## src/rtl/osch_tick_gen.sv

```systemverilog
// osch_tick_gen: divides the oscillator clock into tick, square wave and tick count with glitch-free divisor reload
module osch_tick_gen #(
  parameter int DIV_W = 24,
  parameter int DEFAULT_DIV = 7000000
) (
  input  logic             clk,
  input  logic             rst,
  input  logic             enable,
  input  logic             div_load,
  input  logic [DIV_W-1:0] div_value,
  output logic             div_ack,
  output logic             div_err,
  output logic             div_pending,
  output logic             tick,
  output logic             sq_out,
  output logic [7:0]       tick_count
);
  localparam logic [DIV_W-1:0] ONE = DIV_W'(1);
  logic [DIV_W-1:0] cnt, cur_div, pend_div, nxt_div;
  logic term, load_ok, apply;
  assign term = cnt == '0;
  assign load_ok = div_load && div_value != '0;
  // a pending divisor is taken at a period boundary, or immediately while counting is paused
  assign apply = div_pending && (term || !enable);
  assign nxt_div = div_pending ? pend_div : cur_div;
  always_ff @(posedge clk) begin
    if (rst) begin
      cnt <= DIV_W'(DEFAULT_DIV - 1);
      cur_div <= DIV_W'(DEFAULT_DIV);
      pend_div <= '0;
      div_pending <= 1'b0;
      tick <= 1'b0;
      div_ack <= 1'b0;
      div_err <= 1'b0;
      sq_out <= 1'b0;
      tick_count <= 8'd0;
    end else begin
      tick <= enable && term;
      div_err <= div_load && div_value == '0;
      div_ack <= apply;
      if (enable && term) begin
        cnt <= nxt_div - ONE;
        cur_div <= nxt_div;
        sq_out <= ~sq_out;
        tick_count <= tick_count + 8'd1;
      end else if (enable) begin
        cnt <= cnt - ONE;
      end else if (div_pending) begin
        cnt <= pend_div - ONE;
        cur_div <= pend_div;
      end
      div_pending <= load_ok || (div_pending && !apply);
      if (load_ok) pend_div <= div_value;
    end
  end
endmodule
```

## config.mk

```make
export PLATFORM = sky130hd
export DESIGN_NAME = osch_tick_gen
export DESIGN_NICKNAME = d
export VERILOG_FILES = /design/src/rtl/osch_tick_gen.sv
export SDC_FILE = /design/constraint.sdc
export NUM_CORES = 1
export LEC_CHECK = 0
export BUFFER_PORTS_ARGS = -buffer_cell sky130_fd_sc_hd__buf_4
export CORE_UTILIZATION = 59
export CTS_CLUSTER_SIZE = 40
export DETAILED_ROUTE_END_ITERATION = 7
export PLACE_DENSITY = 0.9
export RECOVER_POWER = 25
export SLEW_MARGIN = 20
export SYNTH_ARGS = -nofsm -noshare
export SYNTH_HDL_FRONTEND = slang
export SYNTH_SLANG_ARGS = --single-unit
```

## constraint.sdc

```tcl
create_clock -name clk -period 3.2 [get_ports clk]
set_input_delay 0.48 -clock clk [delete_from_list [all_inputs] [get_ports clk]]
set_output_delay 0.48 -clock clk [all_outputs]
set_load 0.1 [all_outputs]
```

==> results of run 1 <==
[metal layers]
metal | global-route usage, % | part of all wire (%) | routed length (µm)
met5 | 0 | 0 | 0
met4 | 9.39 | 1.5 | 165
met2 | 48.6 | 45 | 5070
met3 | 7.20 | 8.9 | 997
met1 | 44.9 | 45 | 5020
[state kept, by name, indices dropped and copies added, names as in the netlist, 8 cells and up]
| name | flops |
|---|---|
| cnt | 24 |
| cur_div | 24 |
| pend_div | 24 |
| tick_count | 8 |
[layout by cell type (no fill, tap or decap), drive strengths merged, types with 4 or more instances in the layout]
master,synthesis,routed
a211o,7,7
a211oi,5,5
a21oi,36,36
a221oi,11,11
a222oi,4,4
and2,6,6
buf,9,41
clkbuf,24,26
dfxtp,85,85
inv,2,4
mux2i,23,23
nand2,102,102
nand3,6,6
nand3b,14,14
nand4,10,10
nor2,49,49
nor3,11,11
nor4,27,27
o21ai,18,18
o31ai,4,4
xnor2,6,6
xor2,13,13
[logic make-up after synthesis]
logic type	count (synthesis)	share of synthesized area [%]
flip-flops	85	39.4
buffers and inverters	36	3.65
adder cells (fa/ha/maj)	2	0.580
XOR/XNOR	19	3.86
AND/OR/NAND/NOR	244	29.0
AO/OA/AOI/OAI	106	17.9
multiplexers	24	5.60
[cells in the mapped netlist, drive strengths merged, types with 2 or more instances]
cell type  count  area [µm²]
a31oi          2        12.5
o21ai         18        93.8
nor3          11        65.1
a211o          7        61.3
buf            9        56.3
a221oi        11         115
nand4         10        98.8
o21a           3        22.5
a21oi         36         188
nor4          27         203
xnor2          6        52.6
or2            2        12.5
and3           3        18.8
a222oi         4        40.0
inv            2        7.51
dfxtp         85        1700
o41ai          3        33.8
nor2b          2        12.5
xor2          13         114
clkbuf        24        90.1
or4            2        15.0
a211oi         5        42.5
nor2          49         184
nand2        102         385
nand3b        14         105
mux2i         23         230
a311oi         2        23.8
and2           6        37.5
ha             2        25.0
or3            3        18.8
a31o           2        17.5
o31ai          4        43.8
nand3          6        35.0
[per-stage QoR]
stage / TNS [ps] / utilization [%] / hold WS, ps / cell area (µm²) / total power, µW
after floorplan: 0 / - / 432 / 4320 / 1450
after global placement: 0 / 67.9 / 438 / 4720 / 1540
after detailed placement: 0 / 67.9 / 442 / 4720 / 1560
after CTS: 0 / 70.8 / 355 / 4910 / 2330
after global routing: -7.56 / 70.0 / 364 / 4860 / 2430
final: 0 / 70.0 / 362 / 4860 / 2330
[worst min-delay path by stage]
stage | from | endpoint | slack (ps) | cells after the start
finish | div_value[22] | pend_div[22] | 360 | 3
global route | div_value[20] | pend_div[20] | 360 | 3
CTS | div_value[2] | pend_div[2] | 350 | 3
detailed placement | cur_div[23] | cur_div[23] | 440 | 2
global placement | cur_div[23] | cur_div[23] | 440 | 2
floorplan | cur_div[13] | cur_div[13] | 430 | 2
[critical path: cells and delay by family, from the launching register on]
family / cells / cell delay, ps
simple gates: 5 / 1280
flops: 1 / 410
buf+inv: 1 / 250
compound gates: 3 / 950
[area by class of cell]
type / count / area (µm²) / share of cell area (%)
clock buffers: 11 / 141 / 2.91
well taps: 96 / 120 / 2.47
flip-flops and latches: 85 / 1700 / 35.0
clock inverters: 4 / 56.3 / 1.16
multi-input cells: 395 / 2460 / 50.7
inverters: 3 / 11.3 / 0.232
repair buffers: 56 / 364 / 7.49
[what timing repair did]
item | CTS | global route
endpoints found under the setup margin | 0 | 2
gates resized for setup | 0 | 1
hold endpoints to repair | 0 | 0
setup buffers | 0 | 0
[power by group through the flow]
stage / sequential (µW) / clock [µW] / combinational [µW]
after detailed placement: 1210 / 0 / 348
after global routing: 1200 / 843 / 392
after global placement: 1210 / 0 / 338
after floorplan: 1190 / 0 / 256
after CTS: 1190 / 795 / 351
final: 1190 / 790 / 355
==> flow_metrics.tcl, run 1 <==
set metrics [dict create \
    track_usage_pct 31.8 \
    dieArea_um2 7660 \
    root_buffer "clkbuf_8" \
    power_frac_comb_pct 15.2 \
    rrSetupSlack_ps 210 \
    ir_drop_v 0.000377 \
    cts_buffers 9 \
    ctsHtreeMaxLevel 3 \
    cp-startpoint "cnt[17]" \
    p_sw_share_pct 29.2 \
    slowest_delay_ps 520 \
    routabilityCongestion 0.980 \
    setup_violations 0 \
    dpl.hpwl_um 8050 \
    crit_arrival_ps 3260 \
    synth_top_flop_cell "dfxtp_1" \
    p_seq_share_pct 50.9 \
    crit_path_start_kind "flop" \
    crit_required_ps 3480 \
    fin_nets 580 \
    status "finished, violations left" \
    syn2layout_area_growth_pct 12.6 \
    dp.cells 635 \
    failed_checks "max-capacitance violations, max-slew violations" \
    max_freq_mhz 335 \
    clockBufferDepth 2 \
    clkPwrFrac_pct 33.9 \
    rr_startpoint "cnt[17]" \
    dr.pass1.iters 8 \
    pin_count 41 \
    drv_slew 26 \
    endpoint_kind "flop" \
    synth_cells 516 \
    tightest_slew_ps 1540 \
    antenna_found_initial 0 \
    fp.dieH_um 87.5 \
    grt-ovfl-total 0 \
    fin_skew_ps 9.34 \
    max-cap-violations 1 \
    coreArea_um2 6940 \
    fin_crit_sh_pct 93.3 \
    routedWlPerCell_um 17.3 \
    hold_viol 0 \
    synth_edf_count 0 \
    dp_worst_setup_slack_ps 186 \
    grt_pass1_wl_um 18800 \
    drc_errors 0 \
    crit_type "reg -> reg" \
    p_int_uw 1650 \
    vias 4063 \
    routed_via_density 6.25 \
    timing.rr.end "cnt[23]" \
    hp-class "in -> reg" \
    critPathSlowestCell "a221oi_1" \
    cp_max_fo 20 \
    rr_worst_depth 9 \
    async_flop_share_pct 0 \
    fin_cells 650 \
    clock-sinks 85 \
    grt_max_degree 48 \
    synth_seq_cells 85 \
    fillers 556 \
    path_cells "nor4_2, nand4_4, o31ai_4, buf_4, a221oi_1, nand4_2, nor3_1, nand4_1, a311oi_2" \
    synth_cell_types 70 \
    p_sw_uw 682 \
    ys_seq_area_share_pct 39.4 \
    cts.clk_slew.worst_paths_ps 90 \
    synth_area_um2 4320 \
    slew_headroom_pct -2.46 \
    grt_pass1_vias 3776 \
    start_util_pct 62.1 \
    syn_avg_cell_area_um2 8.36 \
    synth_fp_nets 546 \
    antenna_cells 0 \
    num_rows 30 \
    setup_slack_ps 214 \
    period_minus_slack_ps 2990 \
    drt.antenna.violating_nets 0 \
    postCtsHoldBufs 0 \
    p_per_area_nw_per_um2 480 \
    crit_path_end "cnt[23]" \
    yosys_warnings 0 \
    io_buffers 40 \
    final_layout_size_suffix_gt1_share_pct 14.6 \
    worstSkewPairLatency_ps 360 \
    dieWidth_um 87.5 \
    wirelength_um 11300 \
    drt_iter0_markers 488 \
    leakagePower_uw 0.00188 \
    tritoncts "built" \
]
Note: power is estimated with default switching activity, not from simulation.
==> run 2: changes to the inputs <==
- ABC_AREA: unset -> 1
- CORE_UTILIZATION: 59 -> 51
- CTS_CLUSTER_SIZE: 40 -> unset
- PLACE_DENSITY: 0.9 -> 0.81
==> flow_metrics.tcl, run 2 <==
set metrics [dict create \
    status "finished, final reports clean" \
    dieWidth_um 96.0 \
    synth_seq_cells 85 \
    reg.largest.list "cnt: 24 flops, cur_div: 24 flops, pend_div: 24 flops" \
    busiest_layer "met2" \
    postCtsHoldBufs 0 \
    final_common_cell "nand2_1" \
    ctsHtreeMaxLevel 3 \
    fin_nets 738 \
    crit_path_start_kind "flop" \
    root_buffer "clkbuf_8" \
    p_sw_uw 777 \
    clock-sinks 85 \
    antenna_found_initial 0 \
    drc_errors 0 \
    routabilityCongestion 0.892 \
    period_minus_slack_ps 2670 \
    grt_pass1_vias 4102 \
    regArea_um2 1700 \
    synth.area.top_cells "dfxtp_1, nand2_1, o21ai_0" \
    clockBufferDepth 2 \
    tritoncts "built" \
    cts.clk_slew.worst_paths_ps 90 \
    grt_max_degree 56 \
    async_flop_share_pct 0 \
    fin_crit_sh_pct 83.4 \
    hold_viol 0 \
    synth_common_cells "nand2_1, nor2_1, dfxtp_1" \
    drv_slew 0 \
    dr.pass1.iters 5 \
    syn2layout_area_growth_pct 11.0 \
    final_layout_size_suffix_gt1_share_pct 10.4 \
    p_seq_share_pct 48.1 \
    crit_type "reg -> reg" \
    synth_top_flop_cell "dfxtp_1" \
    max_freq_mhz 375 \
    coreArea_um2 8380 \
    mostFrequentLayoutCells "nand2_1, nor2_1, dfxtp_1, o21ai_0, inv_1" \
    synth.largest_area_cell "dfxtp_1" \
    synth_cell_types 39 \
    worstSkewPairLatency_ps 350 \
    fin_skew_ps 10.4 \
    syn_avg_cell_area_um2 6.60 \
    fillers 793 \
    synth_edf_count 0 \
    gr-usage-met3_pct 5.61 \
    final_core_util_pct 59.7 \
    routedWlPerCell_um 14.3 \
    yosysMostFrequentCell "nand2_1" \
    leakagePower_uw 0.00216 \
    setup_violations 0 \
    yosys_warnings 0 \
    cp_max_fo 14 \
    dpl.hpwl_um 8560 \
    grt_pass1_wl_um 19300 \
    setup-tns-final_ps 0 \
    hp-class "in -> reg" \
    crit_arrival_ps 2930 \
    grt-ovfl-total 0 \
    crit_required_ps 3460 \
    synth_area_um2 4500 \
    routed_via_density 5.56 \
    cts_setup_buffers 0 \
    p_per_area_nw_per_um2 492 \
    tightest_slew_ps 1170 \
    drt_iter0_markers 294 \
    met1_usage_pct 35.9 \
    synth_cells 682 \
    p_sw_share_pct 31.6 \
    vias 4551 \
    multi_input_area_um2 2400 \
    slew_headroom_pct 22.1 \
    max-cap-violations 0 \
    drt.antenna.violating_nets 0 \
    num_rows 33 \
    grt_use_met2_pct 43.8 \
    clkPwrFrac_pct 33.8 \
    wirelength_um 11700 \
    rsz0062_at_grt "no" \
    track_usage_pct 27.3 \
    dieArea_um2 9210 \
    fp.dieH_um 96.0 \
    cts_resized 0 \
    rrSetupSlack_ps 530 \
    start_util_pct 53.7 \
    pin_count 41 \
    synth_fp_nets 712 \
    cts_buffers 9 \
    ys_seq_area_share_pct 37.8 \
    io_buffers 40 \
    ir_drop_v 0.000310 \
    p_int_uw 1680 \
    endpoint_kind "flop" \
    antenna_cells 0 \
    power_frac_comb_pct 18.1 \
    synth_top_area_share_pct 37.8 \
]
run 2: path summary, 6_finish.rpt:
check | from | to | cells past startpoint
max reg2reg | cnt[11] | cnt[16] | 15
min reg2reg | cur_div[6] | cur_div[6] | 2
min | div_load | div_err | 3
max | cnt[11] | cnt[16] | 15
run 2: area by class of cell:
cell class / instances / area share (%)
multi-input cells: 497 / 47.9
repair buffers: 46 / 5.88
clock buffers: 10 / 2.75
inverters: 69 / 5.18
flip-flops and latches: 85 / 34.0
well taps: 105 / 2.63
clock inverters: 6 / 1.58
run 2: critical path: stages (launching register included):
cell and delay (ps):
dfxtp_1 360, nor2_1 110, nand2_1 90, nor2_2 190
nand4_1 600, nand2_1 320, nand2_4 90, ha_1 240
nand2_1 140, nor2_4 60, inv_2 60, nor2_2 40
nand3b_1 80, nand3_1 70, nand2_1 80, inv_1 30
run 2: metrics by stage:
stage | total power, µW | area, µm² | hold slack (ps) | setup WS (ps) | std cells
after floorplan | 1520 | 4500 | 429 | 464 | 682
after global placement | 1630 | 4840 | 439 | 664 | 802
after detailed placement | 1650 | 4840 | 450 | 603 | 802
after CTS | 2460 | 5060 | 367 | 711 | 818
after global routing | 2580 | 5000 | 370 | 298 | 818
final | 2460 | 5000 | 376 | 532 | 818
run 2: layer usage:
layer	vias up	wire length, µm
met5	-	0
met4	0	257
met3	30	896
met2	176	5290
met1	2054	5270
li1	2291	-
run 2: cells by family (layout without fill, tap and decap cells):
| logic type | Yosys count | after routing | share of synthesized area (%) |
|---|---|---|---|
| AO/OA/AOI/OAI | 167 | 167 | 19.7 |
| XOR/XNOR | 7 | 7 | 1.36 |
| adder cells (fa/ha/maj) | 2 | 2 | 0.555 |
| buffers and inverters | 100 | 131 | 8.86 |
| flip-flops | 85 | 85 | 37.8 |
| multiplexers | 4 | 4 | 0.889 |
| AND/OR/NAND/NOR | 317 | 317 | 30.9 |
run 2: power by group through the flow:
stage	registers, µW	logic (µW)	clock network [µW]
finish	1180	445	830
global route	1190	501	882
CTS	1180	441	839
detailed placement	1210	439	0
global placement	1200	429	0
floorplan	1200	322	0
==> run 3: changes to the inputs <==
- PLACE_DENSITY: 0.81 -> 0.84
- clock period: 3.2 -> 2.3 ns (I/O delays scaled with it)
==> flow_metrics.tcl, run 3 (same netlist as run 2, synthesis figures left out) <==
set metrics [dict create \
    status "finished, final reports clean" \
    ctsHtreeMaxLevel 3 \
    root_buffer "clkbuf_8" \
    drt_iter0_markers 493 \
    critPathSlowestCell "dfxtp_1" \
    fin_skew_ps 17.5 \
    hp-class "in -> reg" \
    cts_buffers 9 \
    dpl.hpwl_um 9030 \
    routabilityCongestion 0.971 \
    fin_cells 833 \
    antenna_cells 0 \
    grt_max_degree 32 \
    crit_top_cell "nand2_1" \
    final_layout_size_suffix_gt1_share_pct 15.8 \
    grt-ovfl-total 0 \
    drc_errors 0 \
    syn2layout_area_growth_pct 16.5 \
    p_seq_share_pct 46.6 \
    dieWidth_um 96.0 \
    final_common_cell "nand2_1" \
    route.met3.wl_um 1040 \
    setup_violations 0 \
    leakagePower_uw 0.00228 \
    tightest_slew_ps 1190 \
    wirelength_um 12500 \
    max-cap-violations 0 \
    slew_headroom_pct 21.2 \
    track_usage_pct 28.5 \
    io_buffers 40 \
    mostFrequentLayoutCells "nand2_1, dfxtp_1, nor2_1, o21ai_0, inv_1" \
    period_minus_slack_ps 2190 \
    drt-met1-wl_um 5350 \
    worstSkewPairLatency_ps 370 \
    dr.pass1.iters 5 \
    max_freq_mhz 456 \
    dp.cells 814 \
    coreArea_um2 8380 \
    antenna_found_initial 0 \
    clock-sinks 85 \
    tritoncts "built" \
    fin_nets 753 \
    clockBufferDepth 2 \
    drt.antenna.violating_nets 0 \
    wl_met2_um 5640 \
    final_core_util_pct 62.6 \
    hold_viol 0 \
    dieArea_um2 9210 \
    start_util_pct 53.7 \
    grt_pass1_wl_um 20400 \
    crit_arrival_ps 2510 \
    top_layer "met4" \
    clkPwrFrac_pct 34.0 \
    p_sw_share_pct 30.9 \
    p_int_uw 2440 \
    cts.clk_slew.worst_paths_ps 100 \
    drv_slew 0 \
    path_cells "nor2_1, nand2_1, nor2_4, nand3_4, nor2_4, buf_4, nand2_1, nand2_1, nor2_2, nand2_1, nor2_2, nand2_2, o21bai_1, nand3_1, nand2_1" \
    num_rows 33 \
    slowest_delay_ps 400 \
    power_frac_comb_pct 19.3 \
    setup_slack_ps 106 \
    cp_max_fo 5 \
    crit_type "reg -> reg" \
    pin_count 41 \
    p_sw_uw 1090 \
    p_per_area_nw_per_um2 671 \
    routed_via_density 5.68 \
    reg.largest.list "cnt: 24 flops, cur_div: 24 flops, pend_div: 24 flops" \
    routedWlPerCell_um 15.0 \
    fp.dieH_um 96.0 \
    fillers 731 \
    endpoint_kind "flop" \
    ir_drop_v 0.000430 \
    fin_crit_sh_pct 95.4 \
    dp_worst_setup_slack_ps -19.6 \
    grt_pass1_vias 4443 \
    vias 4733 \
    crit_required_ps 2610 \
    postCtsHoldBufs 0 \
    crit_path_start_kind "flop" \
]
[run 3: critical path: cells and delay by family, from the launching register on]
family | cells | cell delay (ps)
AOI/OAI and AO/OA | 1 | 190
and+or+nand+nor | 13 | 1410
buffers and inverters | 1 | 140
DFF | 1 | 400
[run 3: cell type report]
class	instances	area, µm²	share of cell area (%)
inverter	69	259	4.93
clock inverter	6	93.8	1.79
sequential	85	1710	32.5
multi-input combinational	497	2490	47.4
clock buffer	10	128	2.43
tap	105	131	2.50
timing repair buffer	61	444	8.46
[run 3: timing repair]
item | CTS | global route
setup endpoints to repair | 2 | 16
setup buffers | 3 | 0
gates resized for setup | 2 | 22
cloned | 0 | 0
pin swaps | 2 | 4
[run 3: layer usage]
metal | global-route usage, % | up-vias
met1 | 36.6 | 2114
met4 | 13.6 | 0
met3 | 6.00 | 54
met2 | 45.3 | 252
met5 | 0 | -
li1 | - | 2313
[run 3: metrics by stage]
| step | area, µm² | hold WS, ps | power [µW] | TNS [ps] |
|---|---|---|---|---|
| 2_1_floorplan | 4510 | 429 | 2110 | 0 |
| 3_3_place_gp | 4950 | 438 | 2280 | 0 |
| 3_5_place_dp | 4950 | 449 | 2310 | -24.7 |
| 4_1_cts | 5200 | 231 | 3490 | 0 |
| 5_1_grt | 5250 | 241 | 3670 | -28.4 |
| 6_report | 5250 | 237 | 3520 | 0 |
[run 3: power by group through the flow]
| stage | clock (µW) | combinational, µW | sequential [µW] |
|---|---|---|---|
| floorplan | 0 | 449 | 1660 |
| global placement | 0 | 618 | 1670 |
| detailed placement | 0 | 634 | 1670 |
| CTS | 1210 | 643 | 1640 |
| global route | 1260 | 753 | 1660 |
| finish | 1200 | 681 | 1640 |
[run 3: path summary, 6_finish.rpt]
path | from | slack [ps] | cells after the start | to
max reg2reg | cnt[13] | 110 | 15 | cnt[17]
max | cnt[13] | 110 | 15 | cnt[17]
min reg2reg | cur_div[6] | 470 | 2 | cur_div[6]
min | div_load | 240 | 3 | div_err
